### src/rtl/if_fetch_unit_if.sv
// if_fetch_unit_if
//   Groups the instruction-memory, hazard, redirect and IF/ID signals of the
//   instruction-fetch unit into one bundle. clk/reset stay plain module ports.
//
//   Signals:
//     imem_address      fetch unit -> imem   byte address (= fetch PC)
//     imem_read_instr   imem -> fetch unit   word for last cycle's address
//     stall             hazard -> fetch      hold IF/ID and PC
//     redirect          EX -> fetch          branch taken / jump
//     redirect_target   EX -> fetch          new PC
//     if_id_valid       fetch -> ID          IF/ID holds a live instruction
//     if_id_pc          fetch -> ID          PC of if_id_instr
//     if_id_instr       fetch -> ID          instruction or NOP bubble
//     misaligned_target fetch -> EX/trap     pulse: accepted target not word aligned
//
//   Modports:
//     master  the fetch unit side
//     slave   the pipeline/memory environment side
interface if_fetch_unit_if;
    logic [31:0] imem_address;
    logic [31:0] imem_read_instr;
    logic        stall;
    logic        redirect;
    logic [31:0] redirect_target;
    logic        if_id_valid;
    logic [31:0] if_id_pc;
    logic [31:0] if_id_instr;
    logic        misaligned_target;

    modport master (
        output imem_address,
        input  imem_read_instr,
        input  stall,
        input  redirect,
        input  redirect_target,
        output if_id_valid,
        output if_id_pc,
        output if_id_instr,
        output misaligned_target
    );

    modport slave (
        input  imem_address,
        output imem_read_instr,
        output stall,
        output redirect,
        output redirect_target,
        input  if_id_valid,
        input  if_id_pc,
        input  if_id_instr,
        input  misaligned_target
    );
endinterface

### src/rtl/if_fetch_unit.sv
// if_fetch_unit
//   Instruction-fetch initiator for the 5-stage RV32 pipeline. Owns the PC,
//   drives a synchronous (1-cycle latency) instruction memory, pairs each
//   returned word with the PC that requested it, and loads the IF/ID register.
//   A hazard stall parks the in-flight response in a 1-entry hold buffer so
//   multi-cycle stalls lose and duplicate nothing. An EX redirect squashes the
//   in-flight response and the hold buffer and restarts fetch at the target.
//
//   Ports:
//     clk    rising-edge clock
//     reset  synchronous, active-high reset
//     bus    if_fetch_unit_if.master (memory, hazard, redirect, IF/ID signals)
//
//   Parameters:
//     RESET_PC   PC loaded on reset
//     NOP_INSTR  instruction word presented with bubbles (addi x0,x0,0)
module if_fetch_unit #(
    parameter logic [31:0] RESET_PC  = 32'h0000_0000,
    parameter logic [31:0] NOP_INSTR = 32'h0000_0013
) (
    input  logic            clk,
    input  logic            reset,
    if_fetch_unit_if.master bus
);

    // Cycle action, resolved with priority redirect > stall > normal.
    typedef enum logic [1:0] {
        ACT_ISSUE    = 2'd0,
        ACT_STALL    = 2'd1,
        ACT_REDIRECT = 2'd2
    } action_e;

    action_e     action;

    logic [31:0] fetch_pc_q,   fetch_pc_d;
    logic        rsp_valid_q,  rsp_valid_d;
    logic [31:0] rsp_pc_q,     rsp_pc_d;
    logic        hold_valid_q, hold_valid_d;
    logic [31:0] hold_pc_q,    hold_pc_d;
    logic [31:0] hold_instr_q, hold_instr_d;
    logic        ifid_valid_q, ifid_valid_d;
    logic [31:0] ifid_pc_q,    ifid_pc_d;
    logic [31:0] ifid_instr_q, ifid_instr_d;
    logic        misalign_q,   misalign_d;

    always_comb begin
        if (bus.redirect) begin
            action = ACT_REDIRECT;
        end else if (bus.stall) begin
            action = ACT_STALL;
        end else begin
            action = ACT_ISSUE;
        end
    end

    always_comb begin
        fetch_pc_d   = fetch_pc_q;
        rsp_valid_d  = rsp_valid_q;
        rsp_pc_d     = rsp_pc_q;
        hold_valid_d = hold_valid_q;
        hold_pc_d    = hold_pc_q;
        hold_instr_d = hold_instr_q;
        ifid_valid_d = ifid_valid_q;
        ifid_pc_d    = ifid_pc_q;
        ifid_instr_d = ifid_instr_q;
        misalign_d   = 1'b0;

        unique case (action)
            ACT_REDIRECT: begin
                // Low target bits are dropped for fetch and reported instead.
                fetch_pc_d   = {bus.redirect_target[31:2], 2'b00};
                rsp_valid_d  = 1'b0;
                hold_valid_d = 1'b0;
                ifid_valid_d = 1'b0;
                ifid_instr_d = NOP_INSTR;
                misalign_d   = (bus.redirect_target[1:0] != 2'b00);
            end

            ACT_STALL: begin
                // No request issued; the word arriving now must be parked
                // because it will not be presented again.
                rsp_valid_d = 1'b0;
                if (rsp_valid_q && !hold_valid_q) begin
                    hold_valid_d = 1'b1;
                    hold_pc_d    = rsp_pc_q;
                    hold_instr_d = bus.imem_read_instr;
                end
            end

            default: begin
                rsp_valid_d = 1'b1;
                rsp_pc_d    = fetch_pc_q;
                fetch_pc_d  = fetch_pc_q + 32'd4;

                // The hold buffer is older than any live response, so it
                // drains first; both cannot be valid at once.
                if (hold_valid_q) begin
                    ifid_valid_d = 1'b1;
                    ifid_pc_d    = hold_pc_q;
                    ifid_instr_d = hold_instr_q;
                    hold_valid_d = 1'b0;
                end else if (rsp_valid_q) begin
                    ifid_valid_d = 1'b1;
                    ifid_pc_d    = rsp_pc_q;
                    ifid_instr_d = bus.imem_read_instr;
                end else begin
                    ifid_valid_d = 1'b0;
                    ifid_instr_d = NOP_INSTR;
                end
            end
        endcase
    end

    always_ff @(posedge clk) begin
        if (reset) begin
            fetch_pc_q   <= RESET_PC;
            rsp_valid_q  <= 1'b0;
            rsp_pc_q     <= '0;
            hold_valid_q <= 1'b0;
            hold_pc_q    <= '0;
            hold_instr_q <= NOP_INSTR;
            ifid_valid_q <= 1'b0;
            ifid_pc_q    <= '0;
            ifid_instr_q <= NOP_INSTR;
            misalign_q   <= 1'b0;
        end else begin
            fetch_pc_q   <= fetch_pc_d;
            rsp_valid_q  <= rsp_valid_d;
            rsp_pc_q     <= rsp_pc_d;
            hold_valid_q <= hold_valid_d;
            hold_pc_q    <= hold_pc_d;
            hold_instr_q <= hold_instr_d;
            ifid_valid_q <= ifid_valid_d;
            ifid_pc_q    <= ifid_pc_d;
            ifid_instr_q <= ifid_instr_d;
            misalign_q   <= misalign_d;
        end
    end

    assign bus.imem_address      = fetch_pc_q;
    assign bus.if_id_valid       = ifid_valid_q;
    assign bus.if_id_pc          = ifid_pc_q;
    assign bus.if_id_instr       = ifid_instr_q;
    assign bus.misaligned_target = misalign_q;

endmodule

### src/flat_wrapper.sv
// flat-port wrapper written by rule: the top's interface ports become plain ports
module if_fetch_unit_flat 
#(
    parameter logic [31:0] RESET_PC  = 32'h0000_0000,
    parameter logic [31:0] NOP_INSTR = 32'h0000_0013
)
  (clk, reset, bus_imem_address, bus_imem_read_instr, bus_stall, bus_redirect, bus_redirect_target, bus_if_id_valid, bus_if_id_pc, bus_if_id_instr, bus_misaligned_target);
  if_fetch_unit_if bus_i ();
  input  logic clk;
  input  logic reset;
  output wire logic [$bits(bus_i.imem_address)-1:0] bus_imem_address;
  input wire logic [$bits(bus_i.imem_read_instr)-1:0] bus_imem_read_instr;
  input wire logic [$bits(bus_i.stall)-1:0] bus_stall;
  input wire logic [$bits(bus_i.redirect)-1:0] bus_redirect;
  input wire logic [$bits(bus_i.redirect_target)-1:0] bus_redirect_target;
  output wire logic [$bits(bus_i.if_id_valid)-1:0] bus_if_id_valid;
  output wire logic [$bits(bus_i.if_id_pc)-1:0] bus_if_id_pc;
  output wire logic [$bits(bus_i.if_id_instr)-1:0] bus_if_id_instr;
  output wire logic [$bits(bus_i.misaligned_target)-1:0] bus_misaligned_target;
  assign bus_imem_address = bus_i.imem_address;
  assign bus_i.imem_read_instr = bus_imem_read_instr;
  assign bus_i.stall = bus_stall;
  assign bus_i.redirect = bus_redirect;
  assign bus_i.redirect_target = bus_redirect_target;
  assign bus_if_id_valid = bus_i.if_id_valid;
  assign bus_if_id_pc = bus_i.if_id_pc;
  assign bus_if_id_instr = bus_i.if_id_instr;
  assign bus_misaligned_target = bus_i.misaligned_target;
  if_fetch_unit #(.RESET_PC(RESET_PC), .NOP_INSTR(NOP_INSTR)) u_core (.clk(clk), .reset(reset), .bus(bus_i));
endmodule
### config.mk
export PLATFORM = sky130hd
export DESIGN_NAME = if_fetch_unit_flat
export DESIGN_NICKNAME = d
export VERILOG_FILES = /design/src/rtl/if_fetch_unit_if.sv /design/src/rtl/if_fetch_unit.sv /design/src/flat_wrapper.sv
export SDC_FILE = /design/constraint.sdc
export NUM_CORES = 1
export LEC_CHECK = 0
export ABC_AREA = 0
export BUFFER_PORTS_ARGS = -buffer_cell sky130_fd_sc_hd__buf_2
export CORE_MARGIN = 2
export CORE_UTILIZATION = 59
export DETAILED_ROUTE_END_ITERATION = 12
export PLACE_DENSITY = 0.85
export SLEW_MARGIN = 20
export SYNTH_ARGS = -nofsm -noshare
export SYNTH_HDL_FRONTEND = slang
export SYNTH_SLANG_ARGS = --single-unit
### constraint.sdc
create_clock -name clk -period 3.1 [get_ports clk]
set_input_delay 0.31 -clock clk [delete_from_list [all_inputs] [get_ports clk]]
set_output_delay 0.31 -clock clk [all_outputs]
set_load 0.1 [all_outputs]
==> results by group, run 1 <==
Global route
  • Initial antenna violation count: 1
  • First-pass GRT wire length: 31700 um
  • Number of global-route vias before repair: about 6500
  • Congestion Overflow GR: 0
  • Overall routing resource usage: 27.3%
  • Largest net degree at the start of global routing: between 60 and 70

Floorplan
  • Die height: 119 um
  • Initial core utilization: 59.9%
  • Row count: 42
  • Full die area: 0.0143 sq mm
  • Core ar.: 0.0131 sq mm
  • Die width: between 100 and 150 um
  • I/O Pins: 166

Critical path
  • Data arrival, critical path: between 2 and 2.5 ns
  • Crit path capture type: flip-flop
  • Worst Path Required: roughly 3.4 ns
  • Critical path startpoint category: flip-flop
  • Crit Path Class: flip-flop to flip-flop
  • Crit Path Max Fanout: 10

Routing
  • Vias/cell: 5.64
  • Drt first pass iters: 5
  • Post-DR wirelength/cell: 15.1 um
  • Via count: 7338
  • DRT iter0 DRCs: 804
  • Number of routed nets with antenna violations: 0
  • # DRC: 0
  • Final WL: 19700 um

Timing
  • # setup viols final: 0
  • TNS Setup: 0 ns
  • Max-slew headroom: 54.0%
  • Final min period: 2.16 ns
  • Min Hold Slack: 0.117 ns
  • Maximum clock frequency: 464 MHz
  • Slew Limit Fails: 0
  • Setup ws final: 0.945 ns
  • Crit share post-route: a little over two thirds
  • Clock skew: 0.0102 ns
  • Worst-Margin Slew: 0.691 ns
  • RSZ-0062 raised after global routing: false
  • Fin. Hold Viols: 0

Cells and area
  • Share of layout cells above drive strength 1: between 10% and 20%
  • Commonest non-fill, non-tap cell in the layout: nand2_1
  • Register Area: 0.00377 sq mm
  • Nets: 1183
  • P&R area growth vs syn: 17.2%
  • Cell area after layout: 0.00922 sq mm
  • Number of fill cells: 1092
  • Area of the multi-input gates: ~0.0038 sq mm
  • Most frequent cells in the layout: 266 x nand2_1, 187 x dfxtp_1, 160 x buf_2

Logic synthesis
  • Post-Synth XOR/XNOR Area: less than 1%
  • Yosys reg bits: 188
  • Synth Instances: roughly 1000
  • Ys flop type: dfxtp_1
  • Netlist cell types: 47
  • Share of the yosys chip area belonging to registers: 47.8%
  • Largest family of logic cells by synthesized area: simple AND/OR/NAND/NOR gates
  • Mapped cell area: 0.00787 sq mm
  • Yosys warns: 0
  • Adder-Cell Fraction of Synth Area: less than 1%
  • Post-synth EDFFs: 0
  • Post-synthesis compound-gate area fraction: 17.6%
  • Post-Synth Simple-Gate Area: 24.9%
  • Portion of netlist area occupied by mux cells: under 10%
  • Syn_area_per_cell: between 7 and 8 sq um
  • Async SR Flop Fraction: 0%

Hold path
  • HP Class: primary input to flip-flop

Power and ir drop
  • P_int: around 3.7 mW
  • Psw: 1.46 mW
  • Switching portion of total power: about 28%
  • Leak pwr: 3.44 nW
  • Seq pwr share: 49.7%
  • Clk pwr share: a little under two fifths
  • Combinational power share: 12.5%
  • PD cells: 556 mW/mm^2
  • Worst vdd ir: roughly 0.00035 V

Placed design
  • Final GP Congestion: 0.907
  • Number of port buffers: 161
  • Detailed Place HPWL: 12900 um
  • Post-place setup slack: 0.980 ns
  • Placed cell areas: 0.00871 sq mm

Clock network
  • Post-CTS setup buffer count: 0
  • Total CTS buffers: 17
  • CTS H-tree depth: 4
  • Clock tree root driver cell: clkbuf_16
  • Post-CTS sizing: 0
  • Clk slew on worst S/H paths: 0.07 ns
  • Clk_lat worst skew: 0.43 ns
  • TritonCTS clock tree: yes
  • Clock sink count: 188
  • Hold_buf cts: 0
  • CTS Buffer Depth: 2

Run status
  • Outcome: finished clean

Job
  • Number of max-cap violations: 0
-- registers in the layout, indices dropped and copies added (netlist names) --
name                          count
u_core.bus.if_id_instr           32
u_core.bus.if_id_valid            1
u_core.hold_valid_q               1
u_core.bus.if_id_pc              30
u_core.rsp_pc_q                  30
u_core.bus.imem_address          30
u_core.bus.misaligned_target      1
u_core.hold_pc_q                 30
u_core.rsp_valid_q                1
u_core.hold_instr_q              32
-- cells by family after synthesis --
kind of cell	Yosys count
AND/OR/NAND/NOR	447
other	1
adder cells (fa/ha/maj)	1
XOR/XNOR	8
multiplexers	32
buffers and inverters	89
flip-flops	188
AO/OA/AOI/OAI	235
-- cells in the mapped netlist, drive strengths merged (7+ instances only) --
library cell,instances,area [sq um]
a211oi,37,278
a21oi,126,631
a311oi,8,70.1
a31oi,7,43.8
and4,7,61.3
buf,11,66.3
clkbuf,72,270
dfxtp,188,3760
mux2i,32,320
nand2,266,998
nand3,12,60.1
nand3b,7,52.6
nand4,15,100
nor2,94,353
o21ai,33,165
o31ai,9,67.6
or3,8,50.1
or4,11,86.3
-- per-stage QoR --
step,power [mW],utilization [%],cells
CTS,5.13,70.2,1301
global placement,3.23,66.3,1271
finish,5.13,70.2,1302
global route,5.29,70.2,1302
floorplan,3.08,-,1004
detailed placement,3.24,66.3,1271
-- power groups by stage --
stage	clock network, mW	registers, mW	logic (mW)
finish	1.94	2.55	0.641
global route	2.06	2.56	0.678
CTS	1.95	2.55	0.641
detailed placement	0	2.60	0.639
global placement	0	2.60	0.634
floorplan	0	2.87	0.215
-- final cells by class --
type,instances,area share (%)
Antenna cell,1,0.0271
Timing Repair Buffer,174,9.96
Clock buffer,24,5.11
Multi-Input combinational cell,727,41.0
Inverter,6,0.244
Clock inverter,6,0.407
Sequential cell,188,40.8
Tap cell,176,2.39
-- critical path, stage by stage, from the launching register on --
cell	delay [ns]
dfxtp_1	0.42
and3_1	0.38
nand4_1	0.39
or4_1	0.61
a311oi_1	0.28
-- final timing paths --
path,start,end,slack [ns],depth (start not counted)
worst max-delay path,u_core.bus.imem_address[8]$_SDFFE_PP0N_,u_core.bus.imem_address[27]$_SDFFE_PP0N_,0.94,4
worst min-delay path,bus_imem_read_instr[1],u_core.hold_instr_q[1]$_SDFFE_PP1P_,0.12,3
worst max register to register,u_core.bus.imem_address[8]$_SDFFE_PP0N_,u_core.bus.imem_address[27]$_SDFFE_PP0N_,0.94,4
worst min register to register,u_core.bus.if_id_valid$_SDFFE_PP0N_,u_core.bus.if_id_valid$_SDFFE_PP0N_,0.45,2
-- routing by layer --
metal | track usage (%) | vias up | part of all wire (%)
met1 | 38.0 | 3354 | 45
met3 | 5.75 | 41 | 6.9
met4 | 11.0 | 0 | 2.5
li1 | - | 3678 | -
met5 | 0 | - | 0
met2 | 41.4 | 265 | 46
(Power assumes the default switching activity.)
==> inputs of run 2 (changes only) <==
--- a/config.mk
+++ b/config.mk
@@ -5,12 +5,12 @@
 export SDC_FILE = /design/constraint.sdc
 export NUM_CORES = 1
 export LEC_CHECK = 0
-export ABC_AREA = 0
+export ABC_AREA = 1
 export BUFFER_PORTS_ARGS = -buffer_cell sky130_fd_sc_hd__buf_2
 export CORE_MARGIN = 2
-export CORE_UTILIZATION = 59
+export CORE_UTILIZATION = 49
 export DETAILED_ROUTE_END_ITERATION = 12
-export PLACE_DENSITY = 0.85
+export PLACE_DENSITY = 0.76
 export SLEW_MARGIN = 20
 export SYNTH_ARGS = -nofsm -noshare
 export SYNTH_HDL_FRONTEND = slang
==> constraint.sdc (replaced) <==
create_clock -name clk -period 1.8 [get_ports clk]
set_input_delay 0.18 -clock clk [delete_from_list [all_inputs] [get_ports clk]]
set_output_delay 0.18 -clock clk [all_outputs]
set_load 0.1 [all_outputs]
==> results by group, run 2 <==
Logic synthesis
  • Mapped cell area: 0.00777 sq mm (was 0.00787 sq mm)
  • Synth Instances: 1040 (was 1001)
  • Top-area cell type share of the netlist area: 48.4% (was 47.8%)
  • Most numerous cell in the Yosys netlist: nand2_1 (unchanged)
  • Share of the yosys chip area belonging to registers: 48.4% (was 47.8%)
  • Ys flop type: dfxtp_1 (unchanged)
  • Syn_area_per_cell: 7.47 sq um (was 7.86 sq um)
  • Yosys reg bits: 188 (unchanged)
  • Yosys warns: 0 (unchanged)
  • Yosys top cell by area: dfxtp_1 (unchanged)
  • Post-synth EDFFs: 0 (unchanged)
  • Commonest cells post-synth: 252 x nand2_1, 188 x dfxtp_1, 125 x nor2_1, 107 x o21ai_0, 55 x inv_1 (was 266 x nand2_1, 188 x dfxtp_1, 126 x a21oi_1, 94 x nor2_1, 72 x clkbuf_1)
  • Netlist cell types: 39 (was 47)
  • Cells taking the most area after synthesis: dfxtp_1 48%, nand2_1 12%, o21ai_0 6.9%, nor2_1 6.0%, a22oi_1 3.4% (was dfxtp_1 48%, nand2_1 13%, a21oi_1 8.0%, nor2_1 4.5%, mux2i_1 4.1%)
  • Async SR Flop Fraction: 0% (unchanged)

Hold path
  • HP Class: primary input to flip-flop (unchanged)

Cells and area
  • Number of fill cells: 1464 (was 1092)
  • Final core utilization: 60.2% (was 70.2%)
  • Non-Filler Instances: 1417 (was 1302)
  • Antenna diodes: 0 (was 1)
  • Nets: 1257 (was 1183)
  • Commonest non-fill, non-tap cell in the layout: nand2_1 (unchanged)
  • Most frequent cells in the layout: 252 x nand2_1, 162 x dfxtp_1, 161 x buf_2 (was 266 x nand2_1, 187 x dfxtp_1, 160 x buf_2)
  • Share of layout cells above drive strength 1: 21.9% (was 18.4%)
  • P&R area growth vs syn: 21.7% (was 17.2%)

Floorplan
  • Core ar.: 0.0157 sq mm (was 0.0131 sq mm)
  • I/O Pins: 166 (unchanged)
  • Die height: 130 um (was 119 um)
  • Initial core utilization: 49.5% (was 59.9%)
  • Full die area: 0.0169 sq mm (was 0.0143 sq mm)
  • Die width: 130 um (was 119 um)
  • Row count: 46 (was 42)

Critical path
  • Critical path startpoint category: flip-flop (unchanged)
  • Crit Path Class: flip-flop to flip-flop (unchanged)
  • Crit path capture type: flip-flop (unchanged)
  • Crit Path Max Fanout: 6 (was 10)
  • Data arrival, critical path: 1.97 ns (was 2.49 ns)
  • Worst Path Required: 2.14 ns (was 3.44 ns)

Clock network
  • CTS Buffer Depth: 2 (unchanged)
  • CTS H-tree depth: 4 (unchanged)
  • Clock tree root driver cell: clkbuf_16 (unchanged)
  • Clock sink count: 188 (unchanged)
  • Total CTS buffers: 17 (unchanged)
  • Clk_lat worst skew: 0.44 ns (was 0.43 ns)
  • TritonCTS clock tree: yes (unchanged)
  • Post-CTS setup buffer count: 0 (unchanged)
  • Clk slew on worst S/H paths: 0.08 ns (was 0.07 ns)

Global route
  • Number of global-route vias before repair: 7101 (was 6466)
  • Congestion Overflow GR: 0 (unchanged)
  • Overall routing resource usage: 26.6% (was 27.3%)
  • Largest net degree at the start of global routing: 64 (was 61)
  • First-pass GRT wire length: 35700 um (was 31700 um)
  • Initial antenna violation count: 0 (was 1)

Routing
  • # DRC: 0 (unchanged)
  • Post-DR wirelength/cell: 15.7 um (was 15.1 um)
  • Drt first pass iters: 7 (was 5)
  • DRT iter0 DRCs: 610 (was 804)
  • Vias/cell: 5.43 (was 5.64)
  • Final WL: 22300 um (was 19700 um)
  • Via count: 7691 (was 7338)
  • Number of routed nets with antenna violations: 0 (unchanged)

Timing
  • Maximum clock frequency: 614 MHz (was 464 MHz)
  • Min Hold Slack: 0.00696 ns (was 0.117 ns)
  • TNS Setup: 0 ns (unchanged)
  • RSZ-0062 raised after global routing: false (unchanged)
  • Final min period: 1.63 ns (was 2.16 ns)
  • Worst-Margin Slew: 0.654 ns (was 0.691 ns)
  • Slew Limit Fails: 0 (unchanged)
  • Max-slew headroom: 56.4% (was 54.0%)
  • Crit share post-route: 90.4% (was 69.5%)
  • Fin. Hold Viols: 0 (unchanged)
  • Setup ws final: 0.172 ns (was 0.945 ns)
  • Clock skew: 0.0107 ns (was 0.0102 ns)
  • # setup viols final: 0 (unchanged)

Power and ir drop
  • Worst vdd ir: 0.000763 V (was 0.000347 V)
  • PD cells: 982 mW/mm^2 (was 556 mW/mm^2)
  • Leak pwr: 4.06 nW (was 3.44 nW)

Placed design
  • Final GP Congestion: 0.934 (was 0.907)
  • Placed Cells: 1377 (was 1271)
  • Number of port buffers: 161 (unchanged)
  • Detailed Place HPWL: 14800 um (was 12900 um)
  • Post-place setup slack: 0.208 ns (was 0.980 ns)

Run status
  • Outcome: finished clean (unchanged)

Job
  • Number of max-cap violations: 0 (unchanged)
[run 2: changes by cell type in the layout (fill, tap and decap cells not counted), moves of 30 or more]
cell      change
a211oi_1     -30
a21oi_1      -75
a22oi_1      +35
inv_1        +50
mux2i_1      -32
nor2_1       +32
o21ai_0      +74
[run 2: worst max-delay path, cell delays in order, from the launching register on]
cell and delay (ns):
dfxtp_4 0.37, ha_1 0.18, nand3_1 0.12, inv_1 0.09, nand2_1 0.14, nor2_2 0.30
nand2_1 0.08, nand3_1 0.08, nand3b_1 0.08, nand2_1 0.06, inv_1 0.03
[run 2: per-layer routing]
layer  wire [um]  part of all wire, %  GRT usage (%)  vias up
li1            -                    -              -     3755
met1       10100                   45           36.9     3579
met2       10000                   45           41.9      323
met3        1760                  7.9           5.74       34
met4         408                  1.8           7.72        0
met5           0                    0              0        -
[run 2: logic make-up (layout without fill, tap and decap cells)]
family	count (synthesis)	in the layout	synth area share, %
compound gates	266	266	19.7
xor+xnor	5	5	0.564
buf+inv	129	287	7.26
simple gates	450	450	23.8
flops	188	188	48.4
fa+ha+maj	1	1	0.161
other cells	1	4	0.0483
[run 2: cell type report]
type | instances | area [sq um] | area share (%)
tap | 216 | 270 | 2.86
sequential | 188 | 3800 | 40.2
clock buffer | 19 | 433 | 4.58
timing repair buffer | 195 | 1130 | 12.0
multi-input combinational | 726 | 3460 | 36.6
inverter | 60 | 228 | 2.41
clock inverter | 13 | 134 | 1.42
[run 2: power breakdown]
part / internal [mW] / switching, mW
registers: 4.30 / 0.128
logic: 0.270 / 0.912
clock network: 1.95 / 1.73
total: 6.51 / 2.77
[run 2: through the flow]
step / total power [mW] / instance area, sq um
2_1_floorplan: 5.35 / 7820
3_3_place_gp: 5.66 / 8810
3_5_place_dp: 5.67 / 8810
4_1_cts: 9.30 / 9450
5_1_grt: 9.57 / 9460
6_report: 9.29 / 9460
[run 2: what timing repair did]
| item | 4_1_cts | 5_1_grt |
|---|---|---|
| setup endpoints to repair | 0 | 2 |
| resized for setup | 0 | 1 |
| hold buffers | 8 | 0 |
| endpoints found under the hold margin | 7 | 0 |
[run 2: path summary, 6_finish.rpt]
path / slack [ns] / depth (start not counted) / end / startpoint
max: 0.17 / 10 / u_core.bus.imem_address[14]$_SDFFE_PP0N_ / u_core.bus.imem_address[3]$_SDFFE_PP0N_
min: 0.007 / 3 / u_core.hold_instr_q[12]$_SDFFE_PP0P_ / bus_imem_read_instr[12]
min reg2reg: 0.45 / 2 / u_core.bus.if_id_instr[17]$_SDFFE_PP0N_ / u_core.bus.if_id_instr[17]$_SDFFE_PP0N_
max reg2reg: 0.17 / 10 / u_core.bus.imem_address[14]$_SDFFE_PP0N_ / u_core.bus.imem_address[3]$_SDFFE_PP0N_
